--- src/rtl/sum_stream_arbiter.sv ---
// sum_stream_arbiter: round-robin arbiter sharing one sum unit among N stream requesters.
// The granted lane feeds the unit through a one-element holding register; results return per lane.
module sum_stream_arbiter #(
   parameter int N     = 4,
   parameter int INT_W = 8
) (
   input  logic               clk,
   input  logic               rst,
   input  logic [N-1:0]       req,
   input  logic [N*INT_W-1:0] s_data,
   input  logic [N-1:0]       s_valid,
   input  logic [N-1:0]       s_last,
   output logic [N-1:0]       s_ready,
   output logic [INT_W-1:0]   res_data,
   output logic [N-1:0]       res_valid,
   input  logic [N-1:0]       res_ready,
   output logic               u_in_valid,
   input  logic               u_in_ready,
   output logic [INT_W-1:0]   u_s,
   output logic               u_s_valid,
   input  logic               u_s_ready,
   input  logic [INT_W-1:0]   u_sum,
   input  logic               u_out_valid,
   output logic               u_out_ready
);
   localparam int PW = (N > 1) ? $clog2(N) : 1;
   typedef enum logic [2:0] {IDLE, START, STREAM, CLOSE, WAIT, RESP} state_t;
   state_t           state_q, state_d;
   logic [PW-1:0]    rr_q, rr_d, gnt_q, gnt_d, pick;
   logic [INT_W-1:0] hold_q, hold_d, res_q, res_d;
   logic             hv_q, hv_d, hl_q, hl_d;
   logic             lane_rdy, lane_fire, unit_fire;
   assign res_data = res_q;
   assign u_s      = hold_q;
   // lowest offset from rr_q wins, so the loop runs downward
   always_comb begin
      pick = rr_q;
      for (int k = N - 1; k >= 0; k--)
         if (req[(int'(rr_q) + k) % N]) pick = PW'((int'(rr_q) + k) % N);
   end
   always_comb begin
      state_d     = state_q;
      rr_d        = rr_q;
      gnt_d       = gnt_q;
      hold_d      = hold_q;
      hv_d        = hv_q;
      hl_d        = hl_q;
      res_d       = res_q;
      s_ready     = '0;
      res_valid   = '0;
      u_in_valid  = 1'b0;
      u_s_valid   = 1'b0;
      u_out_ready = 1'b0;
      lane_rdy    = (!hv_q || u_s_ready) && !(hv_q && hl_q);
      lane_fire   = 1'b0;
      unit_fire   = 1'b0;
      case (state_q)
         IDLE: if (|req) begin
            gnt_d   = pick;
            state_d = START;
         end
         START: begin
            u_in_valid = 1'b1;
            hv_d       = 1'b0;
            if (u_in_ready) state_d = STREAM;
         end
         STREAM: begin
            s_ready[gnt_q] = lane_rdy;
            u_s_valid      = hv_q;
            unit_fire      = hv_q && u_s_ready;
            lane_fire      = s_valid[gnt_q] && lane_rdy;
            if (unit_fire) hv_d = 1'b0;
            if (lane_fire) begin
               hold_d = s_data[gnt_q*INT_W +: INT_W];
               hv_d   = 1'b1;
               hl_d   = s_last[gnt_q];
            end
            if (unit_fire && hl_q) state_d = CLOSE;
         end
         CLOSE: state_d = WAIT;
         WAIT: begin
            u_out_ready = 1'b1;
            if (u_out_valid) begin
               res_d   = u_sum;
               state_d = RESP;
            end
         end
         RESP: begin
            res_valid[gnt_q] = 1'b1;
            if (res_ready[gnt_q]) begin
               state_d = IDLE;
               rr_d    = (gnt_q == PW'(N - 1)) ? '0 : gnt_q + 1'b1;
            end
         end
         default: state_d = IDLE;
      endcase
   end
   always_ff @(posedge clk)
      if (rst) begin
         state_q <= IDLE;
         rr_q    <= '0;
         gnt_q   <= '0;
         hold_q  <= '0;
         hv_q    <= 1'b0;
         hl_q    <= 1'b0;
         res_q   <= '0;
      end else begin
         state_q <= state_d;
         rr_q    <= rr_d;
         gnt_q   <= gnt_d;
         hold_q  <= hold_d;
         hv_q    <= hv_d;
         hl_q    <= hl_d;
         res_q   <= res_d;
      end
endmodule
--- config.mk ---
export PLATFORM = sky130hd
export DESIGN_NAME = sum_stream_arbiter
export DESIGN_NICKNAME = d
export VERILOG_FILES = /design/src/rtl/sum_stream_arbiter.sv
export SDC_FILE = /design/constraint.sdc
export NUM_CORES = 1
export LEC_CHECK = 0
export BUFFER_PORTS_ARGS = -buffer_cell sky130_fd_sc_hd__buf_4
export CAP_MARGIN = 10
export CELL_PAD_IN_SITES_DETAIL_PLACEMENT = 0
export CELL_PAD_IN_SITES_GLOBAL_PLACEMENT = 1
export CORE_UTILIZATION = 30
export CTS_BUF_LIST = sky130_fd_sc_hd__clkbuf_4 sky130_fd_sc_hd__clkbuf_8
export CTS_CLUSTER_DIAMETER = 120
export DETAILED_ROUTE_END_ITERATION = 6
export GPL_TIMING_DRIVEN = 0
export PLACE_DENSITY_LB_ADDON = 0.1
export SETUP_SLACK_MARGIN = 0.15
export SLEW_MARGIN = 10
export SYNTH_ARGS = -nofsm -noshare
export SYNTH_HDL_FRONTEND = slang
export SYNTH_SLANG_ARGS = --single-unit
--- constraint.sdc ---
create_clock -name clk -period 1.5 [get_ports clk]
set_input_delay 0.075 -clock clk [delete_from_list [all_inputs] [get_ports clk]]
set_output_delay 0.075 -clock clk [all_outputs]
set_load 0.1 [all_outputs]
# Yosys cells after proc, flatten, opt, wreduce, memory -nomap -nowiden
# Index checks and enable logic that the tools add are counted.
[word_totals]
wordCells = 93
ff_bits = 25
inputBits = 61
output_inout_bits = 27
[op_classes]
n_lt_le_gt_ge = 6
mux = 38
n_reduce_logical = 21
n_eq_ne = 12
n_shift = 1
n_bitwise = 4
n_addsub = 4
[ops]
columns = ["op", "n"]
rows = [
  ["$shiftx 32x6->8", 1],
  ["$pmux 3 s6", 1],
  ["$mux 1", 16],
  ["$mux 3", 5],
  ["$bmux 1 s2", 7],
  ["$lt 3x4->1 const B", 3],
  ["$mux 2", 5],
  ["$ne 2x2->1 const B", 5],
  ["$reduce_and 2->1", 5],
  ["$mux 4", 2],
  ["$eq 3x2->1 const B", 2],
  ["$eq 3x3->1 const B", 2],
  ["$logic_and 1x1->1", 6],
  ["$lt 2x3->1 const B", 2],
  ["$reduce_or 2->1", 3],
  ["$reduce_and 5->1", 1],
  ["$add 2x1->2 const B", 2],
  ["$add 2x2->2 const B", 2],
  ["$and 4x4->4", 1],
  ["$reduce_or 4->1", 1],
  ["$and 1x1->1 const A", 3],
  ["$eq 3x1->1 const B", 1],
  ["$logic_not 3->1", 1],
  ["$ne 3x3->1 const B", 1],
  ["7 further kinds", 8],
]

# Depth between registers and ports, before layout
# Gate-level depths: netlist of the first run.
[logic_depth]
depth_word = 10
ltp_mapped = 6

# Worst setup path before layout of the first run
# OpenSTA, ideal clock, no wires.
[synth_path]
kind = "register to output"
from = "register state_q[0]"
to = "output port u_in_valid"
n_path_buf = 1
t_arrival_ps = 2032
path_stages_with_launch = 4
setup_slack_ps = -607
cell_sequence = "dfxtp_1 buf_2 nor2b_1 nor2b_1"
[synth_via]
elab_chain_len = 2
[synth_rtl]
columns = ["item", "line", "source"]
rows = [
  ["start, declared", "28", "state_t state_q, state_d;"],
  ["start signal, assigned", "108", "state_q <= state_d;"],
  ["$eq 3x1->1", "57", "case (state_q)"],
  ["$mux 1", "57", ""],
  ["end, declared", "17", "output logic u_in_valid,"],
]
# No other way between the ends.

# Worst setup path in the final report of the first run
[layout_path]
from = "register gnt_q[0]"
to = "register hold_q[3] (netlist: u_s[3])"
[layout_via]
elab_chain_len = 4
elab_cells_between_ends = 5
cone_classes = "shift: 1; mux: 2; reduce/logical: 2"
[layout_rtl]
columns = ["item", "line", "source"]
rows = [
  ["start, declared", "29", "logic [PW-1:0] rr_q, rr_d, gnt_q, gnt_d, pick;"],
  ["start signal, assigned", "110", "gnt_q <= gnt_d;"],
  ["branches (longest 4 deep; another with $shiftx 32x6->8)", "-", ""],
  ["end signal, assigned", "111", "hold_q <= hold_d;"],
  ["end, declared", "30", "logic [INT_W-1:0] hold_q, hold_d, res_q, res_d;"],
]
# Several ways; the timed one is not identified. The select of a mux whose other input is x is not followed.
# A chain may end at the register's enable or synchronous reset.

==> impl_metrics.csv, run 1 <==
group,metric,value,unit
status,outcome,"finished with violations",
status,violations,"negative setup slack",
timing,final-setup-viol-count,22,
critical_path,cp-end-kind,"register",
detailed_routing,first_pass_iters,4,
detailed_routing,drt-initial-drc-count,53,
clock_tree,cts_buffers,3,
global_route,first_global_vias,1489,
timing,drv_slew,0,
logic_synthesis,yosys-top-cells-count,"dfxtp_1 (25), nor2_1 (20), mux2i_1 (18)",
critical_path,critPathMaxFanout,5,
job,maxCapViolCount,0,
logic_synthesis,synth.top_cell.area_share,31.6,%
min_path,min_path_type,"primary input to register",
final_layout,drive_gt1_share,63.0,%
timing,setup_tns,-2600,ps
global_route,grt_overflow,0,
logic_synthesis,synth_area_leader_cell,"dfxtp_1",
logic_synthesis,synthCells,154,
critical_path,worstSetupPathType,"register to register",
logic_synthesis,ys.warnings.count,0,
die,ios,88,
pwr,p_total,2830,uW
detailed_routing,wirelength,4680,um
critical_path,critical_path_arrival,1840,ps
detailed_routing,vias,1552,
timing,hold_viol,0,
place,port_buffers,86,
logic_synthesis,synth-seq-cells,25,
pwr,p_leak,0.00134,uW
detailed_routing,via_per_inst,4.56,
place,gp_congestion,0.818,
logic_synthesis,synthesis.area,1580,sq um
timing,worstMarginPinSlew,607,ps
clock_tree,insertion_delay,270,ps
final_layout,area_growth,88.7,%
die,rows,26,
logic_synthesis,avgSynthCellArea,10.3,sq um
final_layout,nNetsFinal,336,
min_path,whs_path_depth,2,
pwr,power_density,950,nW/um^2
place,dp_hpwl,3110,um
global_route,grt_pass1_wl,7270,um
logic_synthesis,synth_edf_count,0,
detailed_routing,routedWlPerCell,13.8,um
timing,post-route-min-period,1700,ps
global_route,grt_max_degree,16,
timing,layout_setup_ws,-196,ps
critical_path,reg2reg_setup_slack,-200,ps
critical_path,worstPathRequired,1650,ps
place,place_area,2340,sq um
logic_synthesis,synthArstFlopShare,0,%
final_layout,postLayoutCellArea,2980,sq um
die,coreArea,5110,sq um
place,pre_cts_ws,-170,ps
clock_tree,h-tree-depth,1,
final_layout,multi_input_area,1090,sq um
detailed_routing,drc,0,
logic_synthesis,synthTopCellsByArea,"dfxtp_1 (32%), mux2i_1 (11%), mux4_2 (11%), mux4_1 (5.0%), nor2_1 (4.7%)",
timing,rsz0062_at_grt,"yes",
final_layout,n_antenna_cell,0,
clock_tree,cts_buffer_depth,2,
clock_tree,cts-root-buf,"clkbuf_8",
logic_synthesis,synth_cell_types,38,
pwr,irDropWorstVdd,0.724,mV
clock_tree,cts.sinks,25,
final_layout,finish.utilization,58.4,%
die,die_y,74.6,um
clock_tree,cts.clk_slew.worst_paths,100,ps
timing,fin_crit_sh,113,%
critical_path,setup.worst_path.start_class,"register",
final_layout,final-seq-area,512,sq um
logic_synthesis,synth-main-ff-cell,"dfxtp_1",
timing,fin_skew,7.04,ps
timing,slew_headroom,59.2,%
die,die_area,5570,sq um
critical_path,ff2ff_path_depth,6,
logic_synthesis,syn_nets,219,
detailed_routing,antenna_left,0,
logic_synthesis,yosysSeqAreaShare,31.6,%
die,dieWidth,74.6,um
clock_tree,cts_tree,"done",
timing,max_freq,590,MHz
logic_synthesis,synth_most_common_cell,"dfxtp_1",
global_route,grt_usage,17.2,%
final_layout,num-fill-cells,464,
global_route,antenna_found_initial,0,
die,initial_core_util,31.0,%
## through the flow
step / hold slack (ps) / instances
3_5_place_dp: 310 / 310
6_report: 22.5 / 340
4_1_cts: 16.2 / 337
3_3_place_gp: 303 / 310
2_1_floorplan: 222 / 154
5_1_grt: 13.2 / 340
## cells in the final DEF, fill, tap and decap left out, drive strengths merged, types with 2 or more instances in the layout
| cell | n |
|---|---|
| dfxtp | 25 |
| nor2b | 7 |
| nand2b | 3 |
| a21oi | 9 |
| and2 | 10 |
| mux4 | 11 |
| nor2 | 20 |
| or3b | 2 |
| clkbuf | 9 |
| o21ai | 4 |
| a211o | 2 |
| nor3 | 4 |
| nand2 | 3 |
| nand3 | 2 |
| inv | 3 |
| mux2i | 18 |
| buf | 117 |
| ha | 4 |
## routing by layer
metal	up-vias	wire, um	GRT usage, %
li1	782	-	-
met1	716	2050	23.1
met2	52	2290	28.5
met3	2	307	3.52
met4	0	22	3.77
met5	-	0	0
## flip-flops by register name, indices dropped and copies added, names as in the netlist
signal    cells
gnt_q         2
hl_q          1
hv_q          1
res_data      8
rr_q          2
state_q       3
u_s           8
## critical path, stage by stage (launching register included)
cell	delay, ps
dfxtp_2	360
buf_6	120
mux4_2	540
o211ai_4	140
clkbuf_16	200
mux2i_1	170
nor2_1	50
## cells by family after synthesis
family / after synthesis / synth area share, %
simple gates: 58 / 19.9
mux: 29 / 27.8
flops: 25 / 31.6
compound gates: 23 / 9.65
buf+inv: 15 / 7.91
fa+ha+maj: 4 / 3.16
## layout make-up
class / count / share of cell area, %
Multi-Input combinational cell: 114 / 36.7
Timing Repair Buffer: 112 / 35.1
Sequential cell: 25 / 17.1
Buffer: 11 / 5.53
Tap cell: 70 / 2.94
Clock buffer: 3 / 1.38
Inverter: 4 / 0.922
Clock inverter: 1 / 0.252
## worst paths after layout
path	startpoint	to
worst min-delay path	rst	gnt_q[0]$_SDFFE_PP0P_
worst max-delay path	gnt_q[0]$_SDFFE_PP0P_	u_s[3]$_SDFFE_PP0P_
worst min register to register	rr_q[0]$_SDFFE_PP0P_	rr_q[0]$_SDFFE_PP0P_
worst max register to register	gnt_q[0]$_SDFFE_PP0P_	u_s[3]$_SDFFE_PP0P_
## repair_timing
item | CTS | global route
hold buffers | 0 | 0
setup endpoints to repair | 35 | 35
pin swaps | 14 | 13
buffers inserted | 22 | 3
gates cloned | 1 | 0
endpoints found under the hold margin | 0 | 0
gates resized for setup | 86 | 6
## report_power, final
part / total (uW) / leakage [uW] / switching, uW / internal, uW
clock network: 419 / 0.0000217 / 231 / 188
logic: 1650 / 0.00111 / 768 / 879
registers: 769 / 0.000205 / 44.5 / 724
total: 2830 / 0.00134 / 1040 / 1790
(Power assumes the default switching activity.)
==> run 2, diff against run 1 <==
--- a/config.mk
+++ b/config.mk
@@ -9,6 +9,7 @@
 export CAP_MARGIN = 10
 export CELL_PAD_IN_SITES_DETAIL_PLACEMENT = 0
 export CELL_PAD_IN_SITES_GLOBAL_PLACEMENT = 1
+export CORE_MARGIN = 2
 export CORE_UTILIZATION = 30
 export CTS_BUF_LIST = sky130_fd_sc_hd__clkbuf_4 sky130_fd_sc_hd__clkbuf_8
 export CTS_CLUSTER_DIAMETER = 120
==> impl_metrics.csv, run 2 (synthesis gave the netlist of run 1 again) <==
group,metric,value,unit
status,outcome,"finished with violations",
status,violations,"negative setup slack",
die,die_area,5870,sq um
timing,fin_crit_sh,118,%
global_route,antenna_found_initial,0,
die,ios,88,
final_layout,nNetsFinal,341,
clock_tree,cts_buffers,3,
detailed_routing,routedWlPerCell,14.3,um
place,dp.cells,310,
clock_tree,cts-root-buf,"clkbuf_8",
min_path,min_path_type,"primary input to register",
critical_path,critical_path_arrival,1900,ps
detailed_routing,antenna_left,0,
final_layout,drive_gt1_share,64.4,%
final_layout,final_cell_mix,"buf_4 (90), dfxtp_1 (20), nor2_1 (19)",
die,die_y,76.6,um
detailed_routing,vias,1620,
place,dp_hpwl,3320,um
final_layout,final_common_cell,"buf_4",
global_route,grt_usage,16.4,%
global_route,grt_overflow,0,
die,rows,26,
timing,post-route-min-period,1770,ps
clock_tree,insertion_delay,270,ps
pwr,power_density,963,nW/um^2
pwr,p_total,2950,uW
place,port_buffers,86,
timing,slew_headroom,56.8,%
timing,worstMarginPinSlew,642,ps
job,maxCapViolCount,0,
detailed_routing,first_pass_iters,4,
clock_tree,h-tree-depth,1,
timing,final-setup-viol-count,24,
critical_path,setup.worst_path.start_class,"register",
timing,layout_setup_ws,-265,ps
clock_tree,cts.clk_slew.worst_paths,100,ps
timing,drv_slew,0,
global_route,grt_max_degree,16,
detailed_routing,drt-initial-drc-count,42,
detailed_routing,via_per_inst,4.70,
final_layout,area_growth,93.5,%
pwr,p_leak,0.00137,uW
critical_path,cp-end-kind,"register",
final_layout,n_antenna_cell,0,
final_layout,final_cells,345,
pwr,irDropWorstVdd,0.660,mV
global_route,grt_pass1_wl,7810,um
clock_tree,cts_tree,"done",
timing,rsz0062_at_grt,"yes",
die,initial_core_util,31.0,%
timing,max_freq,566,MHz
place,gp_congestion,0.786,
timing,fin_skew,5.81,ps
die,coreArea,5110,sq um
critical_path,critPathMaxFanout,3,
die,dieWidth,76.6,um
clock_tree,cts_buffer_depth,2,
detailed_routing,drc,0,
global_route,first_global_vias,1634,
critical_path,worstSetupPathType,"register to register",
critical_path,worstPathRequired,1630,ps
timing,hold_viol,0,
detailed_routing,wirelength,4940,um
clock_tree,cts.sinks,25,
[run 2: cell count changes in the layout (fill, tap and decap cells not counted), sizes merged]
cell | before | now
buf | 117 | 121
dlygate4sd3 | 0 | 1
[run 2: final cells by class]
class,count,area (sq um)
Buffer,11,165
Clock buffer,3,41.3
Clock inverter,1,7.51
Fill cell,443,2050
Inverter,4,27.5
Multi-Input combinational cell,114,1110
Sequential cell,25,512
Tap cell,70,87.6
Timing Repair Buffer,117,1110
[run 2: metrics by stage]
stage	hold slack (ps)	area [sq um]	setup slack, ps	TNS [ps]	utilization [%]
6_report	31.8	3060	-265	-3000	59.9
5_1_grt	35.6	3060	-310	-4830	59.9
4_1_cts	1.35	2880	-165	-2600	56.5
3_5_place_dp	305	2340	-175	-1960	45.8
3_3_place_gp	304	2340	-170	-1930	45.8
2_1_floorplan	222	1610	-90.1	-478	-
[run 2: routing by layer]
layer | global-route usage [%] | share of wire, % | vias up | wire length (um)
met3 | 3.44 | 5.9 | 4 | 293
met4 | 3.82 | 0.75 | 0 | 37
met1 | 21.2 | 43 | 754 | 2140
met5 | 0 | 0 | - | 0
li1 | - | - | 802 | -
met2 | 28.1 | 50 | 60 | 2480
[run 2: repair_timing]
action                                  4_1_cts  5_1_grt
hold buffers                                  0        1
cloned                                        0        1
setup buffers                                21        8
endpoints found under the setup margin       35       35
hold endpoints to repair                      0        1
pin swaps                                    15       17
resized for setup                            83       18
[run 2: critical path, cell delays in order, from the launching register on]
cell,delay (ps)
dfxtp_2,350
buf_6,120
buf_6,100
buf_6,100
mux4_2,390
nor2b_4,60
o41ai_2,370
a21oi_1,120
[run 2: final timing paths]
path	from	endpoint	slack, ps	depth (start not counted)
worst min-delay path	u_sum[2]	res_data[2]$_SDFFE_PP0P_	30	3
worst min register to register	res_data[6]$_SDFFE_PP0P_	res_data[6]$_SDFFE_PP0P_	500	2
worst max-delay path	gnt_q[0]$_SDFFE_PP0P_	state_q[2]$_SDFFE_PP0P_	-270	7
worst max register to register	gnt_q[0]$_SDFFE_PP0P_	state_q[2]$_SDFFE_PP0P_	-270	7
[run 2: report_power, final]
group / internal, uW / switching [uW] / leakage [uW] / total [uW]
Clock: 189 / 235 / 0.0000217 / 423
Combinational: 963 / 799 / 0.00115 / 1760
Sequential: 724 / 38.5 / 0.000205 / 762
Total: 1880 / 1070 / 0.00137 / 2950
==> run 3, diff against run 2 <==
--- a/config.mk
+++ b/config.mk
@@ -16,7 +16,6 @@
 export DETAILED_ROUTE_END_ITERATION = 6
 export GPL_TIMING_DRIVEN = 0
 export PLACE_DENSITY_LB_ADDON = 0.1
-export SETUP_SLACK_MARGIN = 0.15
 export SLEW_MARGIN = 10
 export SYNTH_ARGS = -nofsm -noshare
 export SYNTH_HDL_FRONTEND = slang
==> impl_metrics.csv, run 3 (synthesis gave the netlist of run 1 again) <==
group,metric,value,unit
status,outcome,"finished with violations",
status,violations,"negative setup slack",
timing,slew_headroom,59.9,%
die,coreArea,5110,sq um
critical_path,critPathMaxFanout,5,
die,die_y,76.6,um
detailed_routing,via_per_inst,4.69,
timing,hold_viol,0,
global_route,first_global_vias,1601,
detailed_routing,wirelength,4580,um
timing,setup_tns,-888,ps
timing,max_freq,624,MHz
timing,layout_setup_ws,-103,ps
clock_tree,cts_buffer_depth,2,
pwr,p_leak,0.00124,uW
clock_tree,hold_buffers,0,
die,initial_core_util,31.0,%
critical_path,ff2ff_path_depth,5,
place,dp_hpwl,3290,um
critical_path,r2r_end,"u_s[5]$_SDFFE_PP0P_",
timing,fin_crit_sh,107,%
timing,drv_slew,0,
timing,worstMarginPinSlew,601,ps
global_route,grt_usage,15.7,%
final_layout,final_common_cell,"buf_4",
critical_path,worstPathRequired,1640,ps
critical_path,reg2reg_setup_slack,-100,ps
die,rows,26,
timing,fin_skew,1.48,ps
timing,final-setup-viol-count,14,
detailed_routing,first_pass_iters,4,
clock_tree,cts-root-buf,"clkbuf_8",
critical_path,worstSetupPathType,"register to register",
timing,post-route-min-period,1600,ps
min_path,min_path_type,"primary input to register",
clock_tree,cts_tree,"done",
global_route,grt_overflow,0,
die,dieWidth,76.6,um
critical_path,setup.worst_path.start_class,"register",
final_layout,drive_gt1_share,59.1,%
global_route,antenna_found_initial,0,
min_path,whs_path_depth,2,
global_route,grt_pass1_wl,7470,um
critical_path,crit_end,"u_s[5]$_SDFFE_PP0P_",
detailed_routing,routedWlPerCell,13.9,um
final_layout,nNetsFinal,325,
critical_path,critical_path_arrival,1750,ps
clock_tree,h-tree-depth,1,
die,ios,88,
global_route,grt_max_degree,16,
critical_path,worstSetupStartpoint,"gnt_q[0]$_SDFFE_PP0P_",
detailed_routing,antenna_left,0,
pwr,irDropWorstVdd,0.473,mV
critical_path,reg2reg_from,"gnt_q[0]$_SDFFE_PP0P_",
final_layout,final_cell_mix,"buf_4 (91), nor2_1 (20), dfxtp_1 (20)",
pwr,power_density,924,nW/um^2
clock_tree,insertion_delay,270,ps
detailed_routing,drc,0,
detailed_routing,vias,1543,
final_layout,n_antenna_cell,0,
clock_tree,cts.clk_slew.worst_paths,90,ps
critical_path,cp-end-kind,"register",
die,die_area,5870,sq um
job,maxCapViolCount,0,
final_layout,area_growth,73.7,%
timing,hold_ws,19.6,ps
place,gp_congestion,0.796,
place,port_buffers,86,
min_path,hp-start,"rst",
clock_tree,cts.sinks,25,
detailed_routing,drt-initial-drc-count,31,
clock_tree,cts_buffers,3,
timing,rsz0062_at_grt,"yes",
==> run 3: worst min path at each step <==
stage	endpoint	slack [ps]
floorplan	res_data[0]$_SDFFE_PP0P_	220
global placement	gnt_q[0]$_SDFFE_PP0P_	300
detailed placement	gnt_q[0]$_SDFFE_PP0P_	300
CTS	gnt_q[0]$_SDFFE_PP0P_	20
global route	rr_q[0]$_SDFFE_PP0P_	20
finish	gnt_q[0]$_SDFFE_PP0P_	20
==> run 3: final cells by class <==
class                      count  area (sq um)
multi-input combinational    114          1030
timing repair buffer         105           952
inverter                       4          22.5
clock buffer                   3          41.3
tap                           70          87.6
sequential                    25           517
buffer                         7          85.1
fill                         521          2360
clock inverter                 1          7.51
==> run 3: critical path, cell delays in order, from the launching register on <==
cell      delay [ps]
dfxtp_4          380
mux4_2           540
o211ai_4         160
buf_12           160
mux2i_1          180
nor2_1            50
==> run 3: stage by stage <==
stage	setup slack, ps	area, sq um	util [%]	instances	power [uW]
final	-103	2750	53.8	329	2540
after global routing	-154	2750	53.8	329	2680
after CTS	-155	2690	52.7	327	2500
after detailed placement	-154	2330	45.6	310	1840
after global placement	-148	2330	45.6	310	1840
after floorplan	-90.1	1600	-	154	1550
==> run 3: where the power goes <==
part / switching, uW / internal (uW) / total (uW)
clock network: 228 / 188 / 417
registers: 59.4 / 729 / 788
logic: 671 / 662 / 1330
total: 959 / 1580 / 2540
==> run 3: per-layer routing <==
layer / wire [um] / track usage (%) / up-vias
met5: 0 / 0 / -
met4: 63 / 4.36 / 0
met3: 340 / 4.62 / 6
met2: 2230 / 26.5 / 57
met1: 1950 / 19.4 / 714
li1: - / - / 766
==> run 3: repair_timing <==
item | 4_1_cts | 5_1_grt
pin swaps | 7 | 9
endpoints found under the setup margin | 22 | 35
resized for setup | 53 | 23
gates cloned | 1 | 0
setup buffers | 12 | 6
